$ cat config.mk
export PLATFORM = sky130hd
export DESIGN_NAME = vending_credit_ctrl
export DESIGN_NICKNAME = d
export VERILOG_FILES = /design/src/rtl/vending_credit_ctrl.sv
export SDC_FILE = /design/constraint.sdc
export NUM_CORES = 1
export LEC_CHECK = 0
export BUFFER_PORTS_ARGS = -buffer_cell sky130_fd_sc_hd__clkbuf_2
export CAP_MARGIN = 20
export CORE_MARGIN = 2
export CORE_UTILIZATION = 35
export DETAILED_ROUTE_END_ITERATION = 10
export MAX_ROUTING_LAYER = met4
export SYNTH_ARGS = -nofsm -noshare
export SYNTH_HDL_FRONTEND = slang
export SYNTH_SLANG_ARGS = --single-unit
$ cat constraint.sdc
create_clock -name clk -period 2.59 [get_ports clk]
set_input_delay 0.1295 -clock clk [delete_from_list [all_inputs] [get_ports clk]]
set_output_delay 0.1295 -clock clk [all_outputs]
set_load 0.005 [all_outputs]
$ cat src/rtl/vending_credit_ctrl.sv
// Credit/change sequencer for the vending machine.
// Accumulates coin credit against PRICE, pulses ren on select, then pays the
// surplus back one coin at a time through the eject_req/eject_ack handshake.
// Optional build macro: VENDING_COIN_RETURN_EN adds a 'cancel' input that
// returns all credit without vending.
module vending_credit_ctrl #(
  parameter int unsigned PRICE = 100,
  parameter int unsigned CW    = 8
) (
  input  logic          clk,
  input  logic          reset,
  input  logic          coin_valid,
  input  logic [1:0]    coin_type,
  input  logic          bp,
  input  logic          eject_ack,
`ifdef VENDING_COIN_RETURN_EN
  input  logic          cancel,
`endif
  output logic          coin_accept,
  output logic          coin_reject,
  output logic          ren,
  output logic          eject_req,
  output logic [1:0]    eject_coin,
  output logic [CW-1:0] credit,
  output logic [3:0]    state_o,
  output logic          busy
);

  // One-hot encoding doubles as the state_o bit assignment.
  typedef enum logic [3:0] {
    StCollect = 4'b0001,
    StRelease = 4'b0010,
    StChgReq  = 4'b0100,
    StChgGap  = 4'b1000
  } state_e;

  localparam logic [CW-1:0] PriceW = CW'(PRICE);

  state_e        state_q, state_d;
  logic [CW-1:0] credit_q, credit_d;
  logic          accept_q, accept_d;
  logic          reject_q, reject_d;
  logic          ren_q, ren_d;
  logic          req_q, req_d;
  logic [1:0]    coin_q, coin_d;
  logic          busy_q, busy_d;
  logic          cancel_go;

  // Coin code to value in cents; ejector codes share the same encoding.
  function automatic logic [CW-1:0] coin_value(input logic [1:0] t);
    unique case (t)
      2'b00:   coin_value = CW'(5);
      2'b01:   coin_value = CW'(10);
      2'b10:   coin_value = CW'(25);
      default: coin_value = CW'(100);
    endcase
  endfunction

  // Largest ejectable coin not exceeding the remaining credit (never the dollar).
  function automatic logic [1:0] pick_coin(input logic [CW-1:0] c);
    if (c >= CW'(25))      pick_coin = 2'b10;
    else if (c >= CW'(10)) pick_coin = 2'b01;
    else                   pick_coin = 2'b00;
  endfunction

`ifdef VENDING_COIN_RETURN_EN
  assign cancel_go = cancel && !bp && (credit_q != '0);
`else
  assign cancel_go = 1'b0;
`endif

  // Next-state and next-output logic.
  always_comb begin
    state_d  = state_q;
    credit_d = credit_q;
    accept_d = 1'b0;
    reject_d = coin_valid && (state_q != StCollect);
    ren_d    = 1'b0;
    req_d    = req_q;
    coin_d   = coin_q;
    unique case (state_q)
      StCollect: begin
        if (coin_valid) begin
          credit_d = credit_q + coin_value(coin_type);
          accept_d = 1'b1;
          if (credit_d >= PriceW) state_d = StRelease;
        end
        // Cancel returns everything, including a coin accepted on this edge.
        if (cancel_go) state_d = StChgReq;
      end
      StRelease: begin
        if (bp) begin
          ren_d    = 1'b1;
          credit_d = credit_q - PriceW;
          state_d  = StChgReq;
        end else if (cancel_go) begin
          state_d = StChgReq;
        end
      end
      StChgReq: begin
        if (req_q) begin
          if (eject_ack) begin
            credit_d = credit_q - coin_value(coin_q);
            req_d    = 1'b0;
            state_d  = StChgGap;
          end
        end else if (credit_q == '0) begin
          state_d = StCollect;
        end else begin
          req_d  = 1'b1;
          coin_d = pick_coin(credit_q);
        end
      end
      StChgGap: begin
        // Request for the next coin rises as we re-enter StChgReq.
        state_d = StChgReq;
        if (credit_q != '0) begin
          req_d  = 1'b1;
          coin_d = pick_coin(credit_q);
        end
      end
      default: state_d = StCollect;
    endcase
    busy_d = (state_d != StCollect);
  end

  // State and registered outputs; reset overrides everything.
  always_ff @(posedge clk) begin
    if (reset) begin
      state_q  <= StCollect;
      credit_q <= '0;
      accept_q <= 1'b0;
      reject_q <= 1'b0;
      ren_q    <= 1'b0;
      req_q    <= 1'b0;
      coin_q   <= 2'b00;
      busy_q   <= 1'b0;
    end else begin
      state_q  <= state_d;
      credit_q <= credit_d;
      accept_q <= accept_d;
      reject_q <= reject_d;
      ren_q    <= ren_d;
      req_q    <= req_d;
      coin_q   <= coin_d;
      busy_q   <= busy_d;
    end
  end

  assign coin_accept = accept_q;
  assign coin_reject = reject_q;
  assign ren         = ren_q;
  assign eject_req   = req_q;
  assign eject_coin  = coin_q;
  assign credit      = credit_q;
  assign state_o     = state_q;
  assign busy        = busy_q;

endmodule

==> qor.csv, run 1 <==
stage,metric,value,unit
layout,cell area after layout,2260,um2
synth,Post-Syn Instances,235,
floorplan,# IOs,26,
synth,sequential fraction of the synthesis area,19.5,%
floorplan,Die Ht,78.7,um
clock_network,Post-CTS Resized,0,
sta,setup_tns,0,ns
sta,Tightest Pin Transition,0.589,ns
clock_network,H-tree depth,1,
floorplan,FP Rows,27,
clock_network,clock buffer depth,2,
min_path,worst hold stages,3,
worst_setup_path,element type at the critical path start,flip-flop,
sta,achievable frequency,411,MHz
synth,Post-Synthesis Cell Area,1950,um2
layout,Util after Layout,41.5,%
placement,dpl hpwl,3.79,mm
clock_network,TritonCTS clock tree,done,
sta,part of the cycle the worst path needs,94.0,%
sta,Worst slew margin,60.4,%
worst_setup_path,CP Max Fanout,5,
power_and_ir_drop,Final Total Pwr,2.26,mW
synth,Synthesized Nets,268,
floorplan,Die ar.,6200,um2
sta,Clock Skew,0.00465,ns
synth,Avg Synthesized Cell Area,8.32,um2
worst_setup_path,crit path DAT,2.59,ns
clock_network,"CTS clk-pin slew, worst paths",0.08,ns
worst_setup_path,Critical Path RT,2.74,ns
run,Max Cap Violations,0,
power_and_ir_drop,P_leak,0.950,nW
worst_setup_path,crit path cell chain,buf_4 -> inv_1 -> ha_1 -> inv_1 -> fa_1 -> a211oi_2 -> o21bai_1 -> a21oi_1 -> xor2_1 -> nor2_1 -> o311a_1,
synth,most used flip-flop cell after synthesis,dfxtp_1,
routing,Post-DRT Antenna Nets,0,
clock_network,clk sinks,19,
layout,antenna cell count,0,
routing,vias,1874,
global_routing,total gr overflow,0,
synth,Synth Register Bits,19,
sta,fin crit period,2.44,ns
placement,I/O Buffers,25,
worst_setup_path,Register-to-Register Path Depth,11,
clock_network,postcts setup bufs,0,
synth,Post-synth EDFFs,0,
routing,# DRC,0,
sta,Final Hold Fails,0,
power_and_ir_drop,VDD IR max,0.000435,V
floorplan,core area,5440,um2
global_routing,first-pass GRT wire length,8.18,mm
worst_setup_path,CP most frequent cell,inv_1,
routing,Via density,5.50,
synth,ys async rst share,0,%
worst_setup_path,critical path capture point type,flip-flop,
clock_network,hold buffer count at cts,0,
layout,layout cells sized above 1,21.6,%
global_routing,largest net degree at the start of global routing,17,
clock_network,total CTS buffers,3,
synth,synth warn,0,
floorplan,Die W,78.7,um
global_routing,vias in the first global route,1685,
clock_network,CTS Root Buffer Type,clkbuf_8,
routing,DRT iter0 DRCs,168,
worst_setup_path,Worst Setup Path Type,flip-flop to flip-flop,
layout,"commonest non-fill, non-tap cells in the layout","clkbuf_2 (25), ha_1 (24), inv_1 (20), nor2_1 (20), a21oi_1 (20)",
layout,"commonest non-fill, non-tap cell in the layout",clkbuf_2,
routing,drt total wl,4.90,mm
sta,max-slew violation count,0,
synth,Cell variety after synth,57,
placement,Final Wtd Congestion,0.819,
sta,"Setup violations, final",0,
routing,TritonRoute pass-1 iters,4,
global_routing,antenna violations before repair,0,
placement,placed cell area,2200,um2
floorplan,Initial Util,35.9,%
layout,final layout net count,303,
layout,Layout area overhead,15.4,%
run_status,status,completed,
global_routing,GRT Overall Usage,16.6,%
power_and_ir_drop,PD cells,1000,nW/um2
routing,DR WL/cell,14.4,um
clock_network,worst-skew pair later-pin latency,0.26,ns
min_path,worst hold path type,primary input to flip-flop,
worst_setup_path,slowest CP cell,fa_1,
layout,fillers,564,
sta,RSZ-0062 raised after global routing,false,
worst_setup_path,Critical Path Max Stage Delay,0.45,ns
==> sequential cells by signal (all words and copies together), names as in the netlist <==
signal	cells
coin_reject	1
ren	1
state_o	4
eject_req	1
coin_accept	1
busy	1
eject_coin	2
credit	8
==> cells in the mapped netlist, drive strengths merged (3+ instances only) <==
master  instances  area share, %
xor2            3            1.3
nand2b          5            1.6
dfxtp          19             19
nand2          15            2.9
inv            20            3.8
ha             24             15
nor3            5            1.8
a311oi          3            2.3
buf             3            1.4
o211ai          3            1.2
or4b            4            2.2
a21oi          20            5.1
a211oi          8            3.1
nor4b           6            4.5
clkbuf          3            1.1
nor2           23            5.1
a21o            4            1.5
a31oi           5            1.6
xnor2           6            2.7
nor2b           4            1.3
o21ai           9            2.3
nand3           4            1.0
or3             3           0.96
==> cells by family after synthesis <==
group           count (synthesis)  share of synthesized area (%)
buf+inv                        26                           6.34
compound gates                 77                           27.8
fa+ha+maj                      26                           17.4
xor+xnor                        9                           4.03
flops                          19                           19.5
simple gates                   76                           23.8
mux                             2                           1.09
==> layer usage <==
| metal | global-route usage (%) | share of wire, % | vias to the layer above |
|---|---|---|---|
| li1 | - | - | 936 |
| met1 | 23.3 | 49 | 890 |
| met2 | 26.2 | 46 | 44 |
| met3 | 1.14 | 3.8 | 4 |
| met4 | 3.68 | 0.94 | 0 |
| met5 | - | 0 | - |
==> worst paths after layout <==
kind / from / end / slack (ns)
max reg2reg: credit[0] / credit[6] / 0.15
min reg2reg: eject_coin[0] / eject_coin[0] / 0.50
max: credit[0] / credit[6] / 0.15
min: bp / ren / 0.12
==> final cells by class <==
class | instances | area [um2] | area share (%)
tap | 72 | 90.1 | 3.99
clock buffer | 3 | 41.3 | 1.83
inverter | 20 | 75.1 | 3.33
clock inverter | 1 | 5.00 | 0.222
sequential | 19 | 382 | 16.9
timing repair buffer | 36 | 208 | 9.21
multi-input combinational | 190 | 1460 | 64.5
==> power breakdown <==
group / internal, mW / switching, mW
clock: 0.107 / 0.109
combinational: 0.692 / 0.862
sequential: 0.369 / 0.124
==> critical path, delay by kind of cell (launching register included) <==
kind / cells / cell delay, ns
AOI/OAI and AO/OA: 4 / 0.87
DFF: 1 / 0.32
and+or+nand+nor: 1 / 0.06
adders and majority gates: 2 / 0.60
buffers and inverters: 3 / 0.25
xor gates and xnor gates: 1 / 0.22
==> stage by stage <==
step	hold slack, ns	setup slack, ns	std cells
3_3_place_gp	0.390	0.0891	337
5_1_grt	0.130	0.0288	341
2_1_floorplan	0.197	0.174	235
3_5_place_dp	0.389	0.0105	337
4_1_cts	0.118	0.0947	341
6_report	0.122	0.155	341
Note: power is estimated with default switching activity, not from simulation.
==> inputs of run 2 (changes only) <==
==> constraint.sdc (replaced) <==
create_clock -name clk -period 2.9 [get_ports clk]
set_input_delay 0.145 -clock clk [delete_from_list [all_inputs] [get_ports clk]]
set_output_delay 0.145 -clock clk [all_outputs]
set_load 0.005 [all_outputs]
==> run 2 against run 1 <==
Net effect:
- global-route usage up 0.15 points
- total power decreased by 13%
- count of clock-buffer cells in the layout unchanged
- maximum frequency down 7.3%
- design area down 1.9%
- largest power group unchanged
==> qor.csv, run 2 (same netlist as run 1, synthesis figures left out) <==
stage,metric,value,unit
floorplan,core area,5440,um2
layout,antenna cell count,0,
layout,"commonest non-fill, non-tap cells in the layout","clkbuf_2 (25), ha_1 (24), inv_1 (20), nor2_1 (20), a21oi_1 (20)",
sta,Clock Skew,0.00604,ns
floorplan,Die Ht,78.7,um
global_routing,antenna violations before repair,0,
placement,Post-Place Worst Slack,0.219,ns
sta,fin crit period,2.63,ns
global_routing,vias in the first global route,1670,
run_status,status,completed,
global_routing,largest net degree at the start of global routing,17,
layout,"commonest non-fill, non-tap cell in the layout",clkbuf_2,
worst_setup_path,CP Max Fanout,3,
routing,drt total wl,5.00,mm
sta,Worst slew margin,49.5,%
clock_network,Post-CTS Resized,0,
worst_setup_path,Worst Setup Path Type,flip-flop to flip-flop,
worst_setup_path,crit path DAT,2.79,ns
layout,final layout net count,298,
placement,I/O Buffers,25,
floorplan,Die W,78.7,um
clock_network,CTS Root Buffer Type,clkbuf_8,
clock_network,clk sinks,19,
floorplan,Die ar.,6200,um2
clock_network,postcts setup bufs,0,
routing,DRT iter0 DRCs,168,
global_routing,first-pass GRT wire length,8.07,mm
power_and_ir_drop,P_leak,0.922,nW
clock_network,worst-skew pair later-pin latency,0.26,ns
clock_network,hold buffer count at cts,0,
placement,Final Wtd Congestion,0.816,
sta,fin worst setup slack,0.274,ns
sta,RSZ-0062 raised after global routing,false,
floorplan,FP Rows,27,
layout,fillers,558,
sta,part of the cycle the worst path needs,90.6,%
sta,max-slew violation count,0,
routing,DR WL/cell,14.9,um
sta,Final Hold Fails,0,
power_and_ir_drop,PD cells,886,nW/um2
routing,Post-DRT Antenna Nets,0,
power_and_ir_drop,VDD IR max,0.000347,V
sta,Tightest Pin Transition,0.748,ns
worst_setup_path,critical path capture point type,flip-flop,
sta,"Setup violations, final",0,
sta,setup_tns,0,ns
routing,TritonRoute pass-1 iters,4,
layout,footprint of the multi-input gates,1450,um2
routing,Via density,5.64,
clock_network,total CTS buffers,3,
clock_network,"CTS clk-pin slew, worst paths",0.08,ns
clock_network,clock buffer depth,2,
sta,achievable frequency,381,MHz
floorplan,Initial Util,35.9,%
routing,vias,1895,
layout,layout cells sized above 1,19.3,%
floorplan,# IOs,26,
run,Max Cap Violations,0,
placement,dpl hpwl,3.83,mm
layout,Layout area overhead,13.2,%
layout,max reg flops,8,
clock_network,TritonCTS clock tree,done,
global_routing,GRT Overall Usage,16.7,%
worst_setup_path,element type at the critical path start,flip-flop,
min_path,worst hold path type,primary input to flip-flop,
clock_network,H-tree depth,1,
layout,register area,380,um2
global_routing,total gr overflow,0,
worst_setup_path,Critical Path RT,3.06,ns
routing,# DRC,0,
[run 2: stage by stage]
step	util (%)	instances	area [um2]	hold WS, ns	power [mW]
after floorplan	-	235	1950	0.213	1.42
after global placement	39.8	332	2170	0.400	1.74
after detailed placement	39.8	332	2170	0.403	1.76
after CTS	40.7	336	2210	0.119	1.97
after global routing	40.7	336	2210	0.153	2.15
final	40.7	336	2210	0.121	1.96
[run 2: per-layer routing]
layer / part of all wire [%] / GRT usage [%] / vias to the layer above
met2: 46 / 25.6 / 62
li1: - / - / 927
met3: 5.5 / 2.95 / 11
met5: 0 / - / -
met4: 1.5 / 3.68 / 0
met1: 47 / 23.2 / 895
[run 2: worst max-delay path, cell delays in order (launching register included)]
cell and delay (ns):
dfxtp_1 0.36, ha_1 0.17, inv_1 0.05, fa_1 0.40, nand2b_1 0.21, a21o_1 0.20
nor4b_1 0.18, o41ai_1 0.32, o311ai_0 0.32, a31o_2 0.32
[run 2: power breakdown]
group | total (mW) | leakage, nW | switching [mW] | internal (mW)
clock | 0.196 | 0.0255 | 0.100 | 0.0958
sequential | 0.465 | 0.155 | 0.136 | 0.329
combinational | 1.30 | 0.742 | 0.726 | 0.573
[run 2: final cells by class]
type                       count  area share [%]
multi-input combinational    190            65.6
sequential                    19            17.2
timing repair buffer          31            7.69
tap                           72            4.07
inverter                      20            3.39
clock buffer                   3            1.87
clock inverter                 1           0.226
[run 2: path summary, 6_finish.rpt]
| kind | startpoint | endpoint | slack, ns | cells past startpoint |
|---|---|---|---|---|
| setup reg to reg | credit[0] | state_o[0] | 0.27 | 9 |
| hold reg to reg | eject_coin[0] | eject_coin[0] | 0.53 | 2 |
| setup / recovery | credit[0] | state_o[0] | 0.27 | 9 |
| hold / removal | bp | ren | 0.12 | 3 |
==> inputs of run 3 (changes only) <==
--- a/config.mk
+++ b/config.mk
@@ -10,7 +10,9 @@
 export CORE_MARGIN = 2
 export CORE_UTILIZATION = 35
 export DETAILED_ROUTE_END_ITERATION = 10
+export GPL_ROUTABILITY_DRIVEN = 0
 export MAX_ROUTING_LAYER = met4
+export REMOVE_ABC_BUFFERS = 1
 export SYNTH_ARGS = -nofsm -noshare
 export SYNTH_HDL_FRONTEND = slang
 export SYNTH_SLANG_ARGS = --single-unit
==> run 3 against run 2 <==
Net effect:
- design area shrank 0.34%
- highest routed layer unchanged
- combinational power is essentially flat
- critical endpoint unchanged
- wire length shrank 0.96%
- final cell count shrank 0.30%
==> qor.csv, run 3 (same netlist as run 1, synthesis figures left out) <==
stage,metric,value,unit
sta,Tightest Pin Transition,0.593,ns
floorplan,core area,5440,um2
layout,cell area after layout,2200,um2
placement,I/O Buffers,25,
placement,placed cell area,2160,um2
routing,Post-DRT Antenna Nets,0,
sta,Worst slew margin,59.9,%
floorplan,FP Rows,27,
sta,part of the cycle the worst path needs,91.5,%
power_and_ir_drop,switching power total,0.970,mW
routing,Via density,5.51,
sta,achievable frequency,377,MHz
layout,Layout area overhead,12.8,%
power_and_ir_drop,P_leak,0.918,nW
clock_network,CTS Root Buffer Type,clkbuf_8,
power_and_ir_drop,Sw Share,49.2,%
global_routing,total gr overflow,0,
sta,"Setup violations, final",0,
routing,vias,1845,
global_routing,antenna violations before repair,0,
layout,antenna cell count,0,
routing,DR WL/cell,14.8,um
floorplan,# IOs,26,
clock_network,total CTS buffers,3,
worst_setup_path,CP Max Fanout,6,
global_routing,GRT Overall Usage,16.3,%
floorplan,Die Ht,78.7,um
routing,TritonRoute pass-1 iters,4,
sta,final hold slack,0.113,ns
power_and_ir_drop,combinational share of power,66.9,%
worst_setup_path,Worst Setup Path Type,flip-flop to flip-flop,
clock_network,hold buffer count at cts,0,
layout,"commonest non-fill, non-tap cells in the layout","clkbuf_2 (25), ha_1 (24), inv_1 (20), nor2_1 (20), a21oi_1 (20)",
global_routing,met3 Usage GRT,2.61,%
worst_setup_path,slowest CP cell,dfxtp_1,
clock_network,clk sinks,19,
worst_setup_path,crit path DAT,2.82,ns
clock_network,worst-skew pair later-pin latency,0.26,ns
routing,drt total wl,4.95,mm
global_routing,vias in the first global route,1591,
floorplan,Die ar.,6200,um2
sta,setup_tns,0,ns
min_path,worst hold path type,primary input to flip-flop,
sta,Final Hold Fails,0,
layout,"commonest non-fill, non-tap cell in the layout",clkbuf_2,
power_and_ir_drop,VDD IR max,0.000369,V
routing,DRT iter0 DRCs,189,
worst_setup_path,Critical Path RT,3.06,ns
floorplan,Die W,78.7,um
layout,max reg flops,8,
floorplan,Initial Util,35.9,%
power_and_ir_drop,Clock power frac,9.9,%
routing,# DRC,0,
layout,final layout net count,297,
run,Max Cap Violations,0,
global_routing,grt peak-use layer,met2,
sta,Clock Skew,0.00349,ns
power_and_ir_drop,PD cells,894,nW/um2
placement,dpl hpwl,3.75,mm
worst_setup_path,reg2reg setup slack,0.25,ns
clock_network,TritonCTS clock tree,done,
global_routing,largest net degree at the start of global routing,17,
global_routing,first-pass GRT wire length,7.84,mm
run_status,status,completed,
global_routing,grt met1 use,23.0,%
sta,RSZ-0062 raised after global routing,false,
global_routing,met2 Use GR,24.5,%
power_and_ir_drop,Int Power,1.00,mW
clock_network,clock buffer depth,2,
worst_setup_path,element type at the critical path start,flip-flop,
sta,fin crit period,2.65,ns
clock_network,"CTS clk-pin slew, worst paths",0.08,ns
layout,layout cells sized above 1,19.0,%
worst_setup_path,Critical Path Max Stage Delay,0.43,ns
worst_setup_path,crit path cell chain,ha_1 -> inv_1 -> fa_1 -> nand2b_1 -> a21o_1 -> nor4b_1 -> o41ai_1 -> o311ai_1 -> a31o_2,
power_and_ir_drop,share of power burned in registers,23.1,%
sta,max-slew violation count,0,
worst_setup_path,critical path capture point type,flip-flop,
clock_network,H-tree depth,1,
[run 3: cell types whose count changed in the layout (fill, tap and decap cells not counted), sizes merged]
| cell | change |
|---|---|
| buf | -1 |
[run 3: power groups by stage]
stage / logic, mW / registers [mW] / clock network, mW
6_report: 1.32 / 0.456 / 0.196
3_3_place_gp: 1.29 / 0.460 / 0
3_5_place_dp: 1.30 / 0.464 / 0
4_1_cts: 1.31 / 0.456 / 0.202
2_1_floorplan: 0.910 / 0.470 / 0
5_1_grt: 1.46 / 0.472 / 0.212
[run 3: final timing paths]
check | cells after the start | to | startpoint
min | 3 | ren | bp
min reg2reg | 2 | eject_coin[0] | eject_coin[0]
max reg2reg | 9 | state_o[0] | credit[0]
max | 9 | state_o[0] | credit[0]
[run 3: worst max-delay path: cells and delay by family (launching register included)]
kind / cells / cell delay (ns)
flip-flops: 1 / 0.43
AO/OA/AOI/OAI: 4 / 1.10
AND/OR/NAND/NOR: 2 / 0.37
adder cells (fa/ha/maj): 2 / 0.60
buffers and inverters: 1 / 0.06
[run 3: layout make-up]
type	instances	area (um2)
fillers	561	3230
multi-input cells	190	1450
flip-flops and latches	19	380
repair buffers	30	163
well taps	72	90.1
inverters	20	75.1
clock buffers	3	41.3
clock inverters	1	5.00
[run 3: repair_timing]
item,CTS,global route
setup endpoints to repair,0,1
gates resized for setup,0,1
setup buffers,0,0
[run 3: layer usage]
layer	vias up	part of all wire (%)
met5	-	0
met4	0	1.1
met3	4	5.0
met2	49	45
met1	865	49
li1	927	-
[run 3: stage by stage]
stage / instances / setup slack [ns] / utilization (%) / total power, mW
global route: 335 / 0.0840 / 40.5 / 2.14
floorplan: 229 / 0.488 / - / 1.38
detailed placement: 331 / 0.168 / 39.7 / 1.76
CTS: 335 / 0.170 / 40.5 / 1.97
global placement: 331 / 0.328 / 39.7 / 1.75
finish: 335 / 0.245 / 40.5 / 1.97
